<file path="src/rtl/solver_pkg.sv">
// Shared definitions for the solver datapath cells and sequencing controllers.
// Holds the common candidate-value width default and the state encoding used
// by the min-bound scan controller so that other cells agree on it.
package solver_pkg;

   // Default width of signed candidate values across the min/max cells.
   localparam int DEFAULT_NUMBER_SIZE = 4;

   // Scan controller states. The encoding is fixed so that debug taps and
   // neighbouring blocks can decode the state directly.
   typedef enum logic [1:0] {
      IDLE = 2'd0,
      SCAN = 2'd1,
      DONE = 2'd2
   } scan_state_e;

endpackage

</file>
<file path="src/rtl/min_act_cell.sv">
// Minimum-with-activation cell.
// Selects the smaller of two signed operands while respecting activation:
// an inactive operand only wins when the other one cannot (see rule below).
// Ports:
//   a_i / a_act_i   first operand and its activation flag (accumulator side)
//   b_i / b_act_i   second operand and its activation flag (new term side)
//   min_o           selected value
//   act_o           OR of both activation flags
module min_act_cell #(
   parameter int W = 4
) (
   input  logic [W-1:0] a_i,
   input  logic         a_act_i,
   input  logic [W-1:0] b_i,
   input  logic         b_act_i,
   output logic [W-1:0] min_o,
   output logic         act_o
);

   // When a is not larger it wins only if active; when a is larger, b wins
   // only if active. On equal active operands a wins, which keeps earlier
   // accumulated terms ahead of later ones.
   always_comb begin
      min_o = b_i;
      if ($signed(a_i) <= $signed(b_i)) begin
         if (a_act_i) begin
            min_o = a_i;
         end
      end else if (!b_act_i) begin
         min_o = a_i;
      end
      act_o = a_act_i | b_act_i;
   end

endmodule

</file>
<file path="src/rtl/min_bound_scan_controller_merge.sv">
// Combinational merge stage of the min-bound scan controller.
// Folds one candidate term into the running accumulator using the shared
// min cell, and tracks which term index the selected value came from.
// Ports:
//   accValue_i / accAct_i / accIdx_i      current accumulator
//   termValue_i / termActive_i / termIdx_i candidate being merged
//   mergedValue_o / mergedAct_o / mergedIdx_o  accumulator after merging
module min_bound_scan_controller_merge #(
   parameter int NUMBER_SIZE = 4,
   parameter int INDEX_WIDTH = 3
) (
   input  logic [NUMBER_SIZE-1:0] accValue_i,
   input  logic                   accAct_i,
   input  logic [INDEX_WIDTH-1:0] accIdx_i,
   input  logic [NUMBER_SIZE-1:0] termValue_i,
   input  logic                   termActive_i,
   input  logic [INDEX_WIDTH-1:0] termIdx_i,
   output logic [NUMBER_SIZE-1:0] mergedValue_o,
   output logic                   mergedAct_o,
   output logic [INDEX_WIDTH-1:0] mergedIdx_o
);

   logic keepAcc;

   min_act_cell #(
      .W(NUMBER_SIZE)
   ) u_minCell (
      .a_i    (accValue_i),
      .a_act_i(accAct_i),
      .b_i    (termValue_i),
      .b_act_i(termActive_i),
      .min_o  (mergedValue_o),
      .act_o  (mergedAct_o)
   );

   // The min cell only reports a value, so the index is chosen by repeating
   // its selection decision here. Ties between active operands keep the
   // accumulator, so the lowest index wins.
   always_comb begin
      if ($signed(accValue_i) <= $signed(termValue_i)) begin
         keepAcc = accAct_i;
      end else begin
         keepAcc = !termActive_i;
      end
      mergedIdx_o = keepAcc ? accIdx_i : termIdx_i;
   end

endmodule

</file>
<file path="src/rtl/min_bound_scan_controller.sv">
// Min-bound scan controller.
// Walks a frame of NUM_TERMS candidate bounds from an external
// combinational-read table, one term per cycle, folding each into a shared
// signed minimum accumulator. Reports the frame minimum, whether any term
// was active, and the index of the winning term, with a one-cycle done pulse.
// Ports:
//   clk, reset          clock, asynchronous active-high reset
//   start, abort        begin a scan (IDLE only) / cancel back to IDLE
//   term_index          table read address
//   term_value          signed candidate at term_index
//   term_active         candidate participates in the compare
//   busy, done          scan in progress / result-valid pulse
//   minimum             frame minimum, held until the next start
//   minimum_activation  at least one candidate was active
//   min_index           index of the term that produced minimum
module min_bound_scan_controller
   import solver_pkg::*;
#(
   parameter int NUMBER_SIZE = DEFAULT_NUMBER_SIZE,
   parameter int NUM_TERMS   = 8,
   parameter int INDEX_WIDTH = $clog2(NUM_TERMS)
) (
   input  logic                   clk,
   input  logic                   reset,
   input  logic                   start,
   input  logic                   abort,
   output logic [INDEX_WIDTH-1:0] term_index,
   input  logic [NUMBER_SIZE-1:0] term_value,
   input  logic                   term_active,
   output logic                   busy,
   output logic                   done,
   output logic [NUMBER_SIZE-1:0] minimum,
   output logic                   minimum_activation,
   output logic [INDEX_WIDTH-1:0] min_index
);

   localparam logic [INDEX_WIDTH-1:0] LastIdx = INDEX_WIDTH'(NUM_TERMS - 1);

   scan_state_e            state_q, state_d;
   logic [INDEX_WIDTH-1:0] termIndex_q, termIndex_d;
   logic [NUMBER_SIZE-1:0] accValue_q, accValue_d;
   logic                   accAct_q, accAct_d;
   logic [INDEX_WIDTH-1:0] accIdx_q, accIdx_d;
   logic [NUMBER_SIZE-1:0] minimum_q, minimum_d;
   logic                   minAct_q, minAct_d;
   logic [INDEX_WIDTH-1:0] minIdx_q, minIdx_d;
   logic                   busy_q, busy_d;
   logic                   done_q, done_d;

   logic [NUMBER_SIZE-1:0] mergedValue;
   logic                   mergedAct;
   logic [INDEX_WIDTH-1:0] mergedIdx;

   min_bound_scan_controller_merge #(
      .NUMBER_SIZE(NUMBER_SIZE),
      .INDEX_WIDTH(INDEX_WIDTH)
   ) u_merge (
      .accValue_i   (accValue_q),
      .accAct_i     (accAct_q),
      .accIdx_i     (accIdx_q),
      .termValue_i  (term_value),
      .termActive_i (term_active),
      .termIdx_i    (termIndex_q),
      .mergedValue_o(mergedValue),
      .mergedAct_o  (mergedAct),
      .mergedIdx_o  (mergedIdx)
   );

   // Next-state logic. Abort overrides everything and returns to IDLE without
   // touching the published result. busy is registered from the next state so
   // it covers the whole scan plus the cycle in which done is visible.
   always_comb begin
      state_d     = state_q;
      termIndex_d = termIndex_q;
      accValue_d  = accValue_q;
      accAct_d    = accAct_q;
      accIdx_d    = accIdx_q;
      minimum_d   = minimum_q;
      minAct_d    = minAct_q;
      minIdx_d    = minIdx_q;
      done_d      = 1'b0;

      if (abort) begin
         state_d     = IDLE;
         termIndex_d = '0;
      end else begin
         case (state_q)
            IDLE: begin
               if (start) begin
                  state_d     = SCAN;
                  termIndex_d = '0;
                  accValue_d  = '0;
                  accAct_d    = 1'b0;
                  accIdx_d    = '0;
               end
            end
            SCAN: begin
               accValue_d = mergedValue;
               accAct_d   = mergedAct;
               accIdx_d   = mergedIdx;
               if (termIndex_q == LastIdx) begin
                  state_d     = DONE;
                  termIndex_d = '0;
               end else begin
                  termIndex_d = termIndex_q + 1'b1;
               end
            end
            DONE: begin
               minimum_d = accValue_q;
               minAct_d  = accAct_q;
               minIdx_d  = accIdx_q;
               done_d    = 1'b1;
               state_d   = IDLE;
            end
            default: begin
               state_d     = IDLE;
               termIndex_d = '0;
            end
         endcase
      end

      busy_d = (state_d != IDLE) || done_d;
   end

   // All state, including the published outputs, clears asynchronously so a
   // reset mid-scan is visible on the outputs immediately.
   always_ff @(posedge clk or posedge reset) begin
      if (reset) begin
         state_q     <= IDLE;
         termIndex_q <= '0;
         accValue_q  <= '0;
         accAct_q    <= 1'b0;
         accIdx_q    <= '0;
         minimum_q   <= '0;
         minAct_q    <= 1'b0;
         minIdx_q    <= '0;
         busy_q      <= 1'b0;
         done_q      <= 1'b0;
      end else begin
         state_q     <= state_d;
         termIndex_q <= termIndex_d;
         accValue_q  <= accValue_d;
         accAct_q    <= accAct_d;
         accIdx_q    <= accIdx_d;
         minimum_q   <= minimum_d;
         minAct_q    <= minAct_d;
         minIdx_q    <= minIdx_d;
         busy_q      <= busy_d;
         done_q      <= done_d;
      end
   end

   assign term_index         = termIndex_q;
   assign busy               = busy_q;
   assign done               = done_q;
   assign minimum            = minimum_q;
   assign minimum_activation = minAct_q;
   assign min_index          = minIdx_q;

endmodule

</file>
<file path="config.mk">
export PLATFORM = sky130hd
export DESIGN_NAME = min_bound_scan_controller
export DESIGN_NICKNAME = d
export VERILOG_FILES = /design/src/rtl/solver_pkg.sv /design/src/rtl/min_act_cell.sv /design/src/rtl/min_bound_scan_controller_merge.sv /design/src/rtl/min_bound_scan_controller.sv
export SDC_FILE = /design/constraint.sdc
export NUM_CORES = 1
export LEC_CHECK = 0
export BUFFER_PORTS_ARGS = -buffer_cell sky130_fd_sc_hd__buf_2
export CAP_MARGIN = 30
export CORE_MARGIN = 2
export CORE_UTILIZATION = 50
export DETAILED_ROUTE_END_ITERATION = 8
export PLACE_DENSITY = 0.78
export REMOVE_ABC_BUFFERS = 1
export SLEW_MARGIN = 20
export SYNTH_ARGS = -nofsm -noshare
export SYNTH_HDL_FRONTEND = slang
export SYNTH_SLANG_ARGS = --single-unit
</file>
<file path="constraint.sdc">
create_clock -name clk -period 3.65 [get_ports clk]
set_input_delay 0.5475 -clock clk [delete_from_list [all_inputs] [get_ports clk]]
set_output_delay 0.5475 -clock clk [all_outputs]
set_load 0.005 [all_outputs]
</file>
==> reports/results.ini, run 1 <==
[run_status]
status=completed

[drt]
antenna_left=0
vias_per_cell=5.222
first_iter_violations=10
wire_per_inst_um=13.33
vias=752
route.detailed.drc=0
dr.pass1.iters=4
wirelength_mm=1.919

[global_routing]
grt_pass1_wl_mm=3.284
use_met3_pct=2.632
use_met2_pct=28.35
grt_pass1_vias=743
grt_max_degree=24
track_usage_pct=17.35
antenna_found_initial=0
busiest_layer=met2
grt_overflow_total=0
met1_usage_pct=21.99

[finish]
fin_nets=132
syn_to_final_growth_pct=15.95
drive_gt1_share_pct=37.07
n_antenna_cell=0
stdcell_area_um2=1282
fillers=182
utilization_pct=59.70

[logic_synthesis]
synth_ff_type=dfrtp_1
synth_top_family_by_area=multiplexers
syn_area_um2=1106
syn_inst=91
synth_warnings=0
yosysSeqAreaShare_pct=52.04
synth_xor_area_share_pct=0
synth_top_area_share_pct=52.04
synth_edf_count=0
synth-seq-cells=23
synthSimpleGateAreaFrac_pct=11.99
synth_area_leaders=dfrtp_1, mux2_2, ha_1
ys_async_sr_fraction_pct=100.0
synth_common_cells=dfrtp_1, inv_1, mux2_2, nor2_1
synth-adder-area-share_pct=6.787
synth_compound_area_share_pct=9.502
synth_cell_types=24
yosysTopAreaCell=dfrtp_1
yosysMostFrequentCell=dfrtp_1
syn_avg_cell_area_um2=12.15
synth_mux_area_share_pct=15.84

[sta]
hold_viol_final=0
holdWs_ps=176.9
maxSlewViolCount=0
setup_tns_ps=0
post-route-period-util_pct=62.64
finalCriticalPeriod_ps=2286
clock_skew_ps=2.313
setup_violations=0
worstMarginPinSlew_ps=805.6
rsz0062_at_grt=false
slew_headroom_pct=46.00
fmax_mhz=437.4

[clock_tree]
htree_levels=1
clk_pin_slew_ps=120
cts_tree=yes
clk_latency_ps=310
postCtsSetupBuffers=0
cts_root_buf=clkbuf_4
clock_sinks=23
cts_resized=0
postCtsHoldBufs=0
cts_inserted_buffers=3
cts_buffer_depth=2

[worst_setup_path]
max_stage_delay_ps=580
crit_chain=ha_1, and4_1, a211o_1, a311oi_4, mux2_4
reg2reg_from=accValue_q[3]
cp_num_buf_inv=0
crit_required_ps=3860
crit_family=compound AO/OA/AOI/OAI gates
r2r_cells=5
endpoint_kind=flop
crit_slowest_cell=a311oi_4
startpoint_type=flop
r2r_end=accValue_q[2]
path_max_fanout=7
reg2reg_slack_ps=1360
worstPathArrival_ps=2500
worstSetupPathType=reg -> reg

[pwr]
powerDensity_nw_per_um2=365.3
power_uw=468.4
irDropWorstVdd_v=0.0002588
leakage_nw=0.6765

[hold_path]
min_path_type=in -> async

[die]
die_w_um=51.04
dieArea_um2=2605
fp-row-count=17
core_um2=2148
die_h_um=51.04
start_util_pct=51.49
ios=22

[flow_run]
maxCapViolCount=0

[place]
postPlaceCellArea_um2=1241
place_hpwl_mm=1.444
port_buffers=21
gp_congestion=0.7424

[layer usage]
metal	vias up	wire length, um
li1	359	-
met1	367	877
met2	21	910
met3	5	81
met4	0	50
met5	-	0
[area by class of cell]
class	instances	area, um^2	area share, %
Clock buffer	4	26.28	2.049
Inverter	10	37.54	2.927
Multi-Input combinational cell	57	488.0	38.05
Sequential cell	23	575.6	44.88
Tap cell	28	35.03	2.732
Timing Repair Buffer	22	120.1	9.366
[worst max path at each step]
| stage | endpoint | from | cells after the start | slack, ps |
|---|---|---|---|---|
| 6_report | accValue_q[2] | accValue_q[3] | 5 | 1360 |
| 5_1_grt | accValue_q[1] | accValue_q[3] | 5 | 1270 |
| 3_5_place_dp | accValue_q[2] | term_value[3] | 7 | 1070 |
| 4_1_cts | accValue_q[1] | accValue_q[3] | 5 | 1350 |
| 2_1_floorplan | accValue_q[1] | term_value[3] | 6 | 1290 |
| 3_3_place_gp | accValue_q[1] | term_value[3] | 7 | 1150 |
[logic make-up after synthesis]
group           Yosys count
simple gates             24
flops                    23
mux                      15
compound gates           12
buf+inv                  11
fa+ha+maj                 6
[stage by stage]
stage	setup slack (ps)	cells
finish	1364	144
global route	1269	144
CTS	1348	143
detailed placement	1071	139
global placement	1154	139
floorplan	1293	90
[report_power, final]
group | internal (mW) | total [mW] | leakage (nW) | switching (mW)
Sequential | 0.265 | 0.275 | 0.314 | 0.00983
Clock | 0.0427 | 0.116 | 0.0150 | 0.0731
Combinational | 0.0366 | 0.0776 | 0.348 | 0.0410
Total | 0.344 | 0.468 | 0.676 | 0.124
[flip-flops by register name, summed over array words and instances (netlist names)]
| name | cells |
|---|---|
| accValue_q | 4 |
| minimum_activation | 1 |
| term_index | 3 |
| state_q | 2 |
| done | 1 |
| minimum | 4 |
| min_index | 3 |
| accAct_q | 1 |
| busy | 1 |
| accIdx_q | 3 |
[placed cells by master, fill, tap and decap left out]
cell type	n
mux2i_1	4
nand2b_2	1
dfrtp_1	23
ha_1	6
nor2_1	8
nor3b_1	2
o21ai_2	1
and4_1	1
a21oi_4	1
a22oi_1	2
buf_2	21
or4_4	1
buf_8	1
a21oi_1	5
inv_1	10
clkbuf_4	3
clkbuf_1	1
o21ai_0	1
nor3_1	1
nand2_1	6
nor2b_2	1
mux2_4	3
nor2b_1	2
a311oi_4	1
mux2_2	8
nor3_2	1
a211o_1	1
No activity file was read; power rests on OpenSTA's default activity.
==> run 2: changes to the inputs <==
--- a/config.mk
+++ b/config.mk
@@ -8,7 +8,7 @@
 export BUFFER_PORTS_ARGS = -buffer_cell sky130_fd_sc_hd__buf_2
 export CAP_MARGIN = 30
 export CORE_MARGIN = 2
-export CORE_UTILIZATION = 50
+export CORE_UTILIZATION = 48
 export DETAILED_ROUTE_END_ITERATION = 8
 export PLACE_DENSITY = 0.78
 export REMOVE_ABC_BUFFERS = 1
==> constraint.sdc (replaced) <==
create_clock -name clk -period 2.1 [get_ports clk]
set_input_delay 0.315 -clock clk [delete_from_list [all_inputs] [get_ports clk]]
set_output_delay 0.315 -clock clk [all_outputs]
set_load 0.005 [all_outputs]
==> run 2 against run 1 <==
Effect of this change:
- critical path depth grew 1
- power increased by 84%
- sequential power is 74% higher
- via count rose by 3.5%
- largest cell class unchanged
==> reports/results.ini, run 2 (synthesis gave the netlist of run 1 again) <==
[run_status]
status=completed

[global_routing]
grt_pass1_vias=808
grt_max_degree=24
track_usage_pct=17.26
antenna_found_initial=0
grt_overflow_total=0
grt_pass1_wl_mm=3.401

[clock_tree]
clk_latency_ps=310
cts_tree=yes
cts_inserted_buffers=3
clk_pin_slew_ps=130
clock_sinks=23
htree_levels=1
cts_root_buf=clkbuf_4
cts_buffer_depth=2

[worst_setup_path]
crit_required_ps=2300
r2r_cells=6
r2r_end=accValue_q[3]
startpoint=accValue_q[1]
worstPathArrival_ps=2290
reg2reg_from=accValue_q[1]
worstSetupPathType=reg -> reg
reg2reg_slack_ps=20
startpoint_type=flop
endpoint_kind=flop
crit_end=accValue_q[3]
path_max_fanout=4

[drt]
wirelength_mm=2.002
antenna_left=0
dr.pass1.iters=4
wire_per_inst_um=13.17
vias=778
vias_per_cell=5.118
route.detailed.drc=0
first_iter_violations=12

[sta]
post-route-period-util_pct=99.14
clock_skew_ps=9.951
hold_viol_final=0
setup_ws_ps=18.11
setup_violations=0
slew_headroom_pct=61.17
setup_tns_ps=0
rsz0062_at_grt=true
maxSlewViolCount=0
finalCriticalPeriod_ps=2082
worstMarginPinSlew_ps=576.3
fmax_mhz=480.3

[die]
core_um2=2191
die_w_um=52.01
ios=22
start_util_pct=50.49
fp-row-count=17
die_h_um=52.01
dieArea_um2=2705

[finish]
n_antenna_cell=0
drive_gt1_share_pct=45.16
syn_to_final_growth_pct=25.45
utilization_pct=63.34
multi_input_area_um2=535.5
fin_nets=140
layout_common_cells=dfrtp_1, buf_2, inv_1
final_common_cell=dfrtp_1
fillers=181
seq_area_um2=575.6
final_cell_count_no_fill=152

[flow_run]
maxCapViolCount=0

[pwr]
irDropWorstVdd_v=0.0003622
power_uw=864.0
leakage_nw=0.7226
powerDensity_nw_per_um2=622.7

[place]
port_buffers=21
pre_cts_slack_ps=-99.80
place_hpwl_mm=1.520
gp_congestion=0.8480
dp.cells=147

[hold_path]
min_path_type=in -> async

==> run 2: routing by layer <==
metal,routed length (um),vias to the layer above,part of all wire [%],track usage [%]
met4,11,0,0.55,7.895
met3,86,2,4.3,2.874
li1,-,380,-,-
met1,861,378,43,20.48
met2,1042,18,52,30.17
met5,0,-,0,0
==> run 2: worst max-delay path: stages, from the launching register on <==
cell	delay, ps
dfrtp_1	430
ha_4	280
nor2b_4	130
o21ai_2	60
a211o_1	280
a311oi_4	460
mux2_4	330
==> run 2: area by class of cell <==
cell class	count	area share, %
well taps	28	2.525
flip-flops and latches	23	41.48
multi-input cells	57	38.59
inverters	10	2.705
clock inverters	1	0.3607
clock buffers	3	1.623
repair buffers	30	12.71
==> run 2: how the worst min path moves through the flow <==
stage	endpoint	cells after the start
6_report	accValue_q[1]	3
2_1_floorplan	accAct_q	1
3_3_place_gp	minimum[1]	3
5_1_grt	minimum[1]	3
4_1_cts	accValue_q[1]	3
3_5_place_dp	accValue_q[1]	3
==> run 2: power by group <==
group          leakage (nW)  internal (mW)  switching [mW]
Combinational         0.391         0.0979          0.0827
Sequential            0.314          0.461          0.0184
Clock                0.0177         0.0712           0.133
==> run 2: what timing repair did <==
| action | in CTS | in global routing |
|---|---|---|
| pin swaps | 2 | 2 |
| hold endpoints to repair | 0 | 0 |
| hold buffers | 0 | 0 |
| resized for setup | 1 | 5 |
| setup endpoints to repair | 7 | 7 |
| setup buffers | 0 | 1 |
==> run 2: per-stage QoR <==
step                      instance area (um^2)  hold slack (ps)
final                                     1388            10.03
after CTS                                 1334            15.76
after global placement                    1301            361.4
after global routing                      1388            28.33
after detailed placement                  1301            371.7
after floorplan                           1101            316.9
